File: src/rtl/sr_bank_driver_if.sv
// Handshake and cell-drive bundle between a word source and the SR bank driver.
interface sr_bank_driver_if #(
    parameter int WIDTH = 8
);
    logic             in_valid;
    logic [WIDTH-1:0] in_data;
    logic             in_ready;
    logic [WIDTH-1:0] s_out;
    logic [WIDTH-1:0] r_out;
    logic             busy;
    logic             done;
    logic [WIDTH-1:0] state_q;

    modport master (
        output in_valid, in_data,
        input  in_ready, s_out, r_out, busy, done, state_q
    );

    modport slave (
        input  in_valid, in_data,
        output in_ready, s_out, r_out, busy, done, state_q
    );
endinterface

File: src/rtl/sr_bank_driver.sv
// Diffs a target word against a shadow of the SR bank and pulses S or R one cell at a time.
// SR_BANK_INIT_CLEAR_EN: after reset, pulse every R line once so the bank matches the cleared shadow.
module sr_bank_driver #(
    parameter int WIDTH     = 8,
    parameter int PULSE_CYC = 2,
    parameter int GAP_CYC   = 1
) (
    input  logic            clk,
    input  logic            rst,
    sr_bank_driver_if.slave bus
);
    localparam int IW   = (WIDTH > 1) ? $clog2(WIDTH) : 1;
    localparam int CMAX = (PULSE_CYC > GAP_CYC) ? PULSE_CYC : GAP_CYC;
    localparam int CW   = (CMAX > 1) ? $clog2(CMAX) : 1;
    localparam logic [IW-1:0] LAST_IDX   = IW'(WIDTH - 1);
    localparam logic [CW-1:0] PULSE_LAST = CW'(PULSE_CYC - 1);
    localparam logic [CW-1:0] GAP_LAST   = CW'(GAP_CYC - 1);

    typedef enum logic [2:0] {
        IDLE, SCAN, PULSE, GAP, DONE
`ifdef SR_BANK_INIT_CLEAR_EN
        , INIT_PULSE, INIT_GAP
`endif
    } state_t;

    state_t           state_q, state_d;
    logic [WIDTH-1:0] target_q, target_d;
    logic [WIDTH-1:0] shadow_q, shadow_d;
    logic [IW-1:0]    idx_q, idx_d;
    logic [CW-1:0]    cnt_q, cnt_d;
    logic [WIDTH-1:0] s_q, s_d;
    logic [WIDTH-1:0] r_q, r_d;
    logic             done_q, done_d;
    logic             ready_q, ready_d;
    logic             busy_q, busy_d;
    logic [WIDTH-1:0] cell_sel;

    for (genvar gi = 0; gi < WIDTH; gi++) begin : g_sel
        assign cell_sel[gi] = (idx_q == IW'(gi));
    end

    always_comb begin
        state_d  = state_q;
        target_d = target_q;
        shadow_d = shadow_q;
        idx_d    = idx_q;
        cnt_d    = cnt_q;
        case (state_q)
            IDLE: begin
                if (bus.in_valid && ready_q) begin
                    target_d = bus.in_data;
                    idx_d    = '0;
                    state_d  = SCAN;
                end
            end
            SCAN: begin
                if (target_q[idx_q] != shadow_q[idx_q]) begin
                    cnt_d   = '0;
                    state_d = PULSE;
                end else if (idx_q == LAST_IDX) begin
                    state_d = DONE;
                end else begin
                    idx_d = idx_q + 1'b1;
                end
            end
            PULSE: begin
                // Shadow follows the cell only once its pulse has run to completion.
                if (cnt_q == PULSE_LAST) begin
                    shadow_d[idx_q] = target_q[idx_q];
                    cnt_d           = '0;
                    state_d         = GAP;
                end else begin
                    cnt_d = cnt_q + 1'b1;
                end
            end
            GAP: begin
                if (cnt_q == GAP_LAST) begin
                    cnt_d = '0;
                    if (idx_q == LAST_IDX) begin
                        state_d = DONE;
                    end else begin
                        idx_d   = idx_q + 1'b1;
                        state_d = SCAN;
                    end
                end else begin
                    cnt_d = cnt_q + 1'b1;
                end
            end
            DONE: state_d = IDLE;
`ifdef SR_BANK_INIT_CLEAR_EN
            INIT_PULSE: begin
                if (cnt_q == PULSE_LAST) begin
                    cnt_d   = '0;
                    state_d = INIT_GAP;
                end else begin
                    cnt_d = cnt_q + 1'b1;
                end
            end
            INIT_GAP: begin
                if (cnt_q == GAP_LAST) begin
                    cnt_d   = '0;
                    state_d = IDLE;
                end else begin
                    cnt_d = cnt_q + 1'b1;
                end
            end
`endif
            default: state_d = IDLE;
        endcase

        // Outputs are decoded from the next state so they can be registered without lag.
        s_d = '0;
        r_d = '0;
        if (state_d == PULSE) begin
            if (target_q[idx_q]) s_d = cell_sel;
            else                 r_d = cell_sel;
        end
`ifdef SR_BANK_INIT_CLEAR_EN
        if (state_d == INIT_PULSE) r_d = '1;
`endif
        done_d  = (state_d == DONE);
        ready_d = (state_d == IDLE);
        busy_d  = (state_d != IDLE);
    end

    always_ff @(posedge clk) begin
        if (rst) begin
            target_q <= '0;
            shadow_q <= '0;
            idx_q    <= '0;
            cnt_q    <= '0;
            s_q      <= '0;
            done_q   <= 1'b0;
`ifdef SR_BANK_INIT_CLEAR_EN
            state_q  <= INIT_PULSE;
            r_q      <= '1;
            busy_q   <= 1'b1;
            ready_q  <= 1'b0;
`else
            state_q  <= IDLE;
            r_q      <= '0;
            busy_q   <= 1'b0;
            ready_q  <= 1'b1;
`endif
        end else begin
            state_q  <= state_d;
            target_q <= target_d;
            shadow_q <= shadow_d;
            idx_q    <= idx_d;
            cnt_q    <= cnt_d;
            s_q      <= s_d;
            r_q      <= r_d;
            done_q   <= done_d;
            ready_q  <= ready_d;
            busy_q   <= busy_d;
        end
    end

    assign bus.in_ready = ready_q;
    assign bus.s_out    = s_q;
    assign bus.r_out    = r_q;
    assign bus.busy     = busy_q;
    assign bus.done     = done_q;
    assign bus.state_q  = shadow_q;
endmodule

File: src/flat_wrapper.sv
// flat-port wrapper written by rule: the top's interface ports become plain ports
module sr_bank_driver_flat 
#(
    parameter int WIDTH     = 8,
    parameter int PULSE_CYC = 2,
    parameter int GAP_CYC   = 1
)
  (clk, rst, bus_in_valid, bus_in_data, bus_in_ready, bus_s_out, bus_r_out, bus_busy, bus_done, bus_state_q);
  sr_bank_driver_if #(.WIDTH(WIDTH)) bus_i ();
  input  logic clk;
  input  logic rst;
  input wire logic [$bits(bus_i.in_valid)-1:0] bus_in_valid;
  input wire logic [$bits(bus_i.in_data)-1:0] bus_in_data;
  output wire logic [$bits(bus_i.in_ready)-1:0] bus_in_ready;
  output wire logic [$bits(bus_i.s_out)-1:0] bus_s_out;
  output wire logic [$bits(bus_i.r_out)-1:0] bus_r_out;
  output wire logic [$bits(bus_i.busy)-1:0] bus_busy;
  output wire logic [$bits(bus_i.done)-1:0] bus_done;
  output wire logic [$bits(bus_i.state_q)-1:0] bus_state_q;
  assign bus_i.in_valid = bus_in_valid;
  assign bus_i.in_data = bus_in_data;
  assign bus_in_ready = bus_i.in_ready;
  assign bus_s_out = bus_i.s_out;
  assign bus_r_out = bus_i.r_out;
  assign bus_busy = bus_i.busy;
  assign bus_done = bus_i.done;
  assign bus_state_q = bus_i.state_q;
  sr_bank_driver #(.WIDTH(WIDTH), .PULSE_CYC(PULSE_CYC), .GAP_CYC(GAP_CYC)) u_core (.clk(clk), .rst(rst), .bus(bus_i));
endmodule
File: config.mk
export PLATFORM = sky130hd
export DESIGN_NAME = sr_bank_driver_flat
export DESIGN_NICKNAME = d
export VERILOG_FILES = /design/src/rtl/sr_bank_driver_if.sv /design/src/rtl/sr_bank_driver.sv /design/src/flat_wrapper.sv
export SDC_FILE = /design/constraint.sdc
export NUM_CORES = 1
export LEC_CHECK = 0
export ABC_AREA = 1
export BUFFER_PORTS_ARGS = -buffer_cell sky130_fd_sc_hd__buf_2
export CAP_MARGIN = 20
export CORE_MARGIN = 3
export CORE_UTILIZATION = 54
export DETAILED_ROUTE_END_ITERATION = 8
export GPL_TIMING_DRIVEN = 0
export PLACE_DENSITY_LB_ADDON = 0.12
export SYNTH_ARGS = -nofsm -noshare
export SYNTH_HDL_FRONTEND = slang
export SYNTH_SLANG_ARGS = --single-unit
File: constraint.sdc
create_clock -name clk -period 2.5 [get_ports clk]
set_clock_uncertainty 0.1 [all_clocks]
set_input_delay 0.25 -clock clk [delete_from_list [all_inputs] [get_ports clk]]
set_output_delay 0.25 -clock clk [all_outputs]
set_load 0.02 [all_outputs]
; Word level (Yosys, flattened, before mapping)
; Cells that the tools add are included.
[op_classes]
eq_ne = 17
n_reduce_logical = 14
n_lt_le_gt_ge = 2
bitwise_logic = 2
n_addsub = 2
n_mux = 23
[op_table]
columns = cell, count
row1 = 3-bit two-way mux, 10
row2 = "3-bit by 2-bit == test with 1-bit output, second input constant", 5
row3 = "3-bit == test, second input constant", 5
row4 = 3-bit case mux with 4 select lines, 1
row5 = 3-bit logical NOT, 3
row6 = 3-bit case mux with 3 select lines, 1
row7 = 3-bit nonzero test, 3
row8 = 8-bit bitwise mux, 1
row9 = 1-bit binary-select mux with 3-bit select, 2
row10 = "3-bit by 1-bit == test with 1-bit output, second input constant", 2
row11 = 1-bit two-way mux, 6
row12 = 2-bit AND reduction, 3
row13 = 3-bit OR reduction, 2
row14 = "3-bit by 4-bit < comparator with 1-bit output, second input constant", 1
row15 = "2-bit by 1-bit inequality test with 1-bit output, second input constant", 2
row16 = "2-bit inequality test, second input constant", 2
row17 = 4-bit AND reduction, 1
row18 = "3-bit by 1-bit adder with 3-bit output, second input constant", 1
row19 = 1-bit demux with 3-bit select, 1
row20 = "3-bit by 1-bit >= comparator with 1-bit output, second input constant", 1
row21 = 1-bit case mux with 3 select lines, 1
row22 = 1-bit logical AND, 2
row23 = 1-bit inverter, 2
row24 = "1-bit adder, second input constant", 1
row25 = 1-bit inequality test, 1
[word_totals]
register_bits = 42
out_inout_bits = 27
word_cells = 70
in_bits = 11

; Logic depth before layout (Yosys ltp)
[depth]
depth_word = 8
mapped_depth = 16
depth_no_buf = 15

; Worst setup path before layout
; No wires, ideal clock.
[synth_timing]
path_kind = register to register
from = register u_core.idx_q[0]
to = register u_core.r_q[0] (netlist: u_core.bus.r_out[0])
period_less_slack_ns = 1.886
n_path_buf = 0
required_time_ns = 2.335
arrival_time_ns = 1.721
stages_incl_launch_ff = 10
setup_slack_ns = 0.614
setup_ns = 0.065
cell_sequence = dfxtp_1 ha_1 ha_1 inv_1 or2_2 nand3_1 nand3_1 nor2_2 nand3_4 nor2_1
[synth_between]
word_cells_on_any_way = 15
cone_classes = eq/ne (3) / mux (9) / bitwise (1) / reduce/logical (2)
[synth_lines]
columns = element, line
row1 = start: declaration, sr_bank_driver.sv:29  ; logic [IW-1:0] idx_q, idx_d;
row2 = start signal: assignment, sr_bank_driver.sv:149  ; idx_q <= idx_d;
row3 = 3-bit == test *, n/a
row4 = named net u_core.cell_sel[7], sr_bank_driver.sv:36  ; logic [WIDTH-1:0] cell_sel;
row5 = 3-bit two-way mux (on tied branches), "sr_bank_driver.sv:79, sr_bank_driver.sv:60"
row6 = 3-bit two-way mux (on tied branches), "sr_bank_driver.sv:77, sr_bank_driver.sv:57"
row7 = 3-bit case mux with 4 select lines *, sr_bank_driver.sv:48  ; case (state_q)
row8 = 3-bit by 2-bit == test with 1-bit output *, sr_bank_driver.sv:114  ; if (state_d == PULSE) begin
row9 = 1-bit inverter (no source line) *, n/a
row10 = 3-bit OR reduction (no source line) *, n/a
row11 = end signal: assignment, sr_bank_driver.sv:152  ; r_q <= r_d;
row12 = end: declaration, sr_bank_driver.sv:32  ; logic [WIDTH-1:0] r_q, r_d;
; The timed path passes the listed nets; every way through them passes the cells marked *. The select of a mux whose other input is x is not followed.
; A chain may end at the register's enable or synchronous reset.

; Worst setup path in the final report
[layout_timing]
from = register u_core.idx_q[0]
to = register u_core.s_q[4] (netlist: u_core.bus.s_out[4])
[layout_between]
word_cells_on_any_way = 16
cone_classes = eq/ne (4) / mux (9) / bitwise (2) / reduce/logical (1)
[layout_lines]
columns = element, line
row1 = 3-bit == test *, n/a
row2 = named net u_core.cell_sel[7], sr_bank_driver.sv:36
row3 = 3-bit two-way mux (on tied branches), "sr_bank_driver.sv:79, sr_bank_driver.sv:60"
row4 = 3-bit two-way mux (on tied branches), "sr_bank_driver.sv:77, sr_bank_driver.sv:57"
row5 = 3-bit case mux with 4 select lines *, sr_bank_driver.sv:48
row6 = 3-bit by 2-bit == test with 1-bit output *, sr_bank_driver.sv:114
row7 = 1-bit inverter (no source line) *, n/a
row8 = 3-bit OR reduction (no source line) *, n/a
row9 = end signal: assignment, sr_bank_driver.sv:132  ; s_q <= '0;
row10 = end signal: assignment, sr_bank_driver.sv:151  ; s_q <= s_d;
row11 = end: declaration, sr_bank_driver.sv:31  ; logic [WIDTH-1:0] s_q, s_d;
; Marks and branches as above.

==> qor.txt <==
post-synthesis simple-gate area fraction: 36.66%
chip height: 66.33 um
Peak VDD IR: 0.0004447 V
Tmin final: 2.162 ns
post-route setup TNS: 0 ns
final setup vio count: 0
CTS tree: built
post-CTS sizing: 0
All-Layer GR Usage: 19.79%
routed via count: 1687
Synth top area share: 42.78%
Post-Synth XOR/XNOR Area: 0%
Post-CTS Setup Inserts: 0
flop-to-flop setup slack: 0.34 ns
CTS Buf Count: 5
Rows: 21
die width: 66.33 um
Filler cells: 315
Synth async-reset ratio: 0%
synth-to-layout area growth: 16.55%
dpl cell area: 0.002208 mm2
die area: 0.004400 mm2
CTS HTree Levels: 2
Netlist cell types: 30
Seq/Total Area, Yosys: 42.78%
type of the tightest min-delay check: input pin to flop
max_cap viols: 0
status: finished clean
Initial Util: 57.55%
hold_sp: rst
WP data arrival: 2.36 ns
synthesized-area fraction occupied by adder cells: 3.819%
EDFF count, synth: 0
critical-path maximum fanout: 8
worst skew pair latency: 0.35 ns
Syn Inst Count: 255
synth warn: 0
Max transition margin: 60.82%
hold_buf cts: 0
Root Driver: clkbuf_4
total power draw: 0.002148 W
pin count of the biggest net entering global routing: 15
Max clock buf depth: 2
CTS Sinks: 42
Worst Setup Start Kind: flop
initial antenna violation count: 0
FF-to-FF Start: u_core.idx_q[0]
multiplexer share of the synthesized area: 0%
RSZ-0062 raised after global routing: false
most common library cells after synthesis: 55 x nand2_1, 45 x nor2_1, 42 x dfxtp_1
Primary FF master, synth: dfxtp_1
post-DR vias/cell: 4.876
fmax: 462.4 MHz
Core Footprint: 0.003416 mm2
RD Place Congestion: 0.9219
total wire length: 3.815 mm
DRC viols: 0
worst setup path class: flop to flop
1st-pass router iterations: 4
nets@finish: 316
layout cells sized above 1: 24.67%
Post-Layout Inst Area: 0.002291 mm2
vias in the first global route: 1551
area of the multi-input gates: 964.7 um2
Final ANT Viol Nets: 0
wire per inst: 11.03 um
hpwl dp: 2.900 mm
IO Pins: 38
port bufs: 37
first-pass GRT wire length: 6.699 mm
data required time at the worst endpoint: 2.69 ns
Final Hold Vio Count: 0
antenna cell count: 0
Leakage: 1.152 nW
post-synth top area cell: dfxtp_1
Pwr per Cell Area: 937.7 mW/mm2
cell with the most instances after synthesis: nand2_1
CP endpoint kind: flop
Tcrit/Tclk final: 86.50%
syn_area_per_cell: 7.708 um2
combinational family with the most area after synthesis: simple AND/OR/NAND/NOR gates
GRT overflow: 0
FF/Latch Area: 840.8 um2
Max Transition Viols Final: 0
syn nets: 272
violation count after the first detailed-routing iteration: 102
Post-Syn Area: 0.001966 mm2
critical path startpoint: u_core.idx_q[0]
pin slew with the least headroom to its limit: 0.5855 ns
post-synthesis register bit count: 42
most area-consuming cells after synthesis: dfxtp_1 43%, nand2_1 11%, nor2_1 8.6%, inv_1 5.2%, o21ai_0 4.6%
Hold WS: 0.01844 ns
compound-gate portion of the synthesized area: 8.593%
clock-pin slew on the worst setup and hold paths: 0.13 ns
[critical path: stages (launching register included)]
cell	delay, ns
dfxtp_1	0.48
ha_1	0.22
ha_1	0.20
inv_1	0.10
or2_2	0.30
nand3_1	0.08
nand3_1	0.12
nor2_2	0.24
nand3_4	0.15
nor2_1	0.12
[flip-flops by register name (all words and copies together), names as in the netlist]
register,count
u_core.idx_q,3
u_core.bus.busy,1
u_core.bus.in_ready,1
u_core.cnt_q,1
u_core.bus.done,1
u_core.bus.state_q,8
u_core.bus.s_out,8
u_core.target_q,8
u_core.bus.r_out,8
u_core.state_q,3
[final cells by class]
cell class	count	share of cell area, %
flip-flops and latches	42	36.70
repair buffers	37	8.083
well taps	46	2.512
plain buffers	7	1.966
clock buffers	5	1.638
multi-input cells	176	42.11
inverters	30	5.025
clock inverters	3	1.966
[report_power, final]
| part | internal (W) | total [W] | leakage [nW] | switching, W |
|---|---|---|---|---|
| combinational | 0.000282 | 0.000878 | 0.773 | 0.000597 |
| sequential | 0.000759 | 0.000832 | 0.341 | 0.0000737 |
| clock | 0.000210 | 0.000438 | 0.0374 | 0.000228 |
| total | 0.00125 | 0.00215 | 1.15 | 0.000898 |
[through the flow]
stage | instances | util (%) | setup slack [ns]
finish | 346 | 67.07 | 0.3375
global route | 346 | 67.07 | 0.1699
CTS | 346 | 67.07 | 0.3138
detailed placement | 338 | 64.65 | 0.3513
global placement | 338 | 64.65 | 0.3946
floorplan | 255 | - | 0.6141
[layout by cell type, fill, tap and decap left out, types with 5 or more instances in the layout]
master	count
dfxtp_1	42
nand2_1	55
nand2_4	5
a21oi_1	7
clkbuf_4	5
o21ai_0	18
inv_1	27
ha_1	6
buf_2	37
nor2_1	45
nand3_1	12
[per-layer routing]
metal | up-vias | track usage, % | part of all wire (%)
met5 | - | 0 | 0
met4 | 0 | 6.091 | 0.92
met3 | 2 | 5.612 | 4.8
met2 | 36 | 33.83 | 49
met1 | 761 | 23.79 | 45
li1 | 888 | - | -
[logic make-up after synthesis]
| kind of cell | Yosys count |
|---|---|
| DFF | 42 |
| buffers and inverters | 37 |
| AOI/OAI and AO/OA | 30 |
| adders and majority gates | 6 |
| and+or+nand+nor | 140 |
[final timing paths]
kind | endpoint | depth (start not counted)
setup / recovery | u_core.bus.s_out[4] | 9
hold / removal | u_core.idx_q[1] | 2
setup reg to reg | u_core.bus.s_out[4] | 9
hold reg to reg | u_core.target_q[4] | 2
Power figures use the tool's default switching activity.
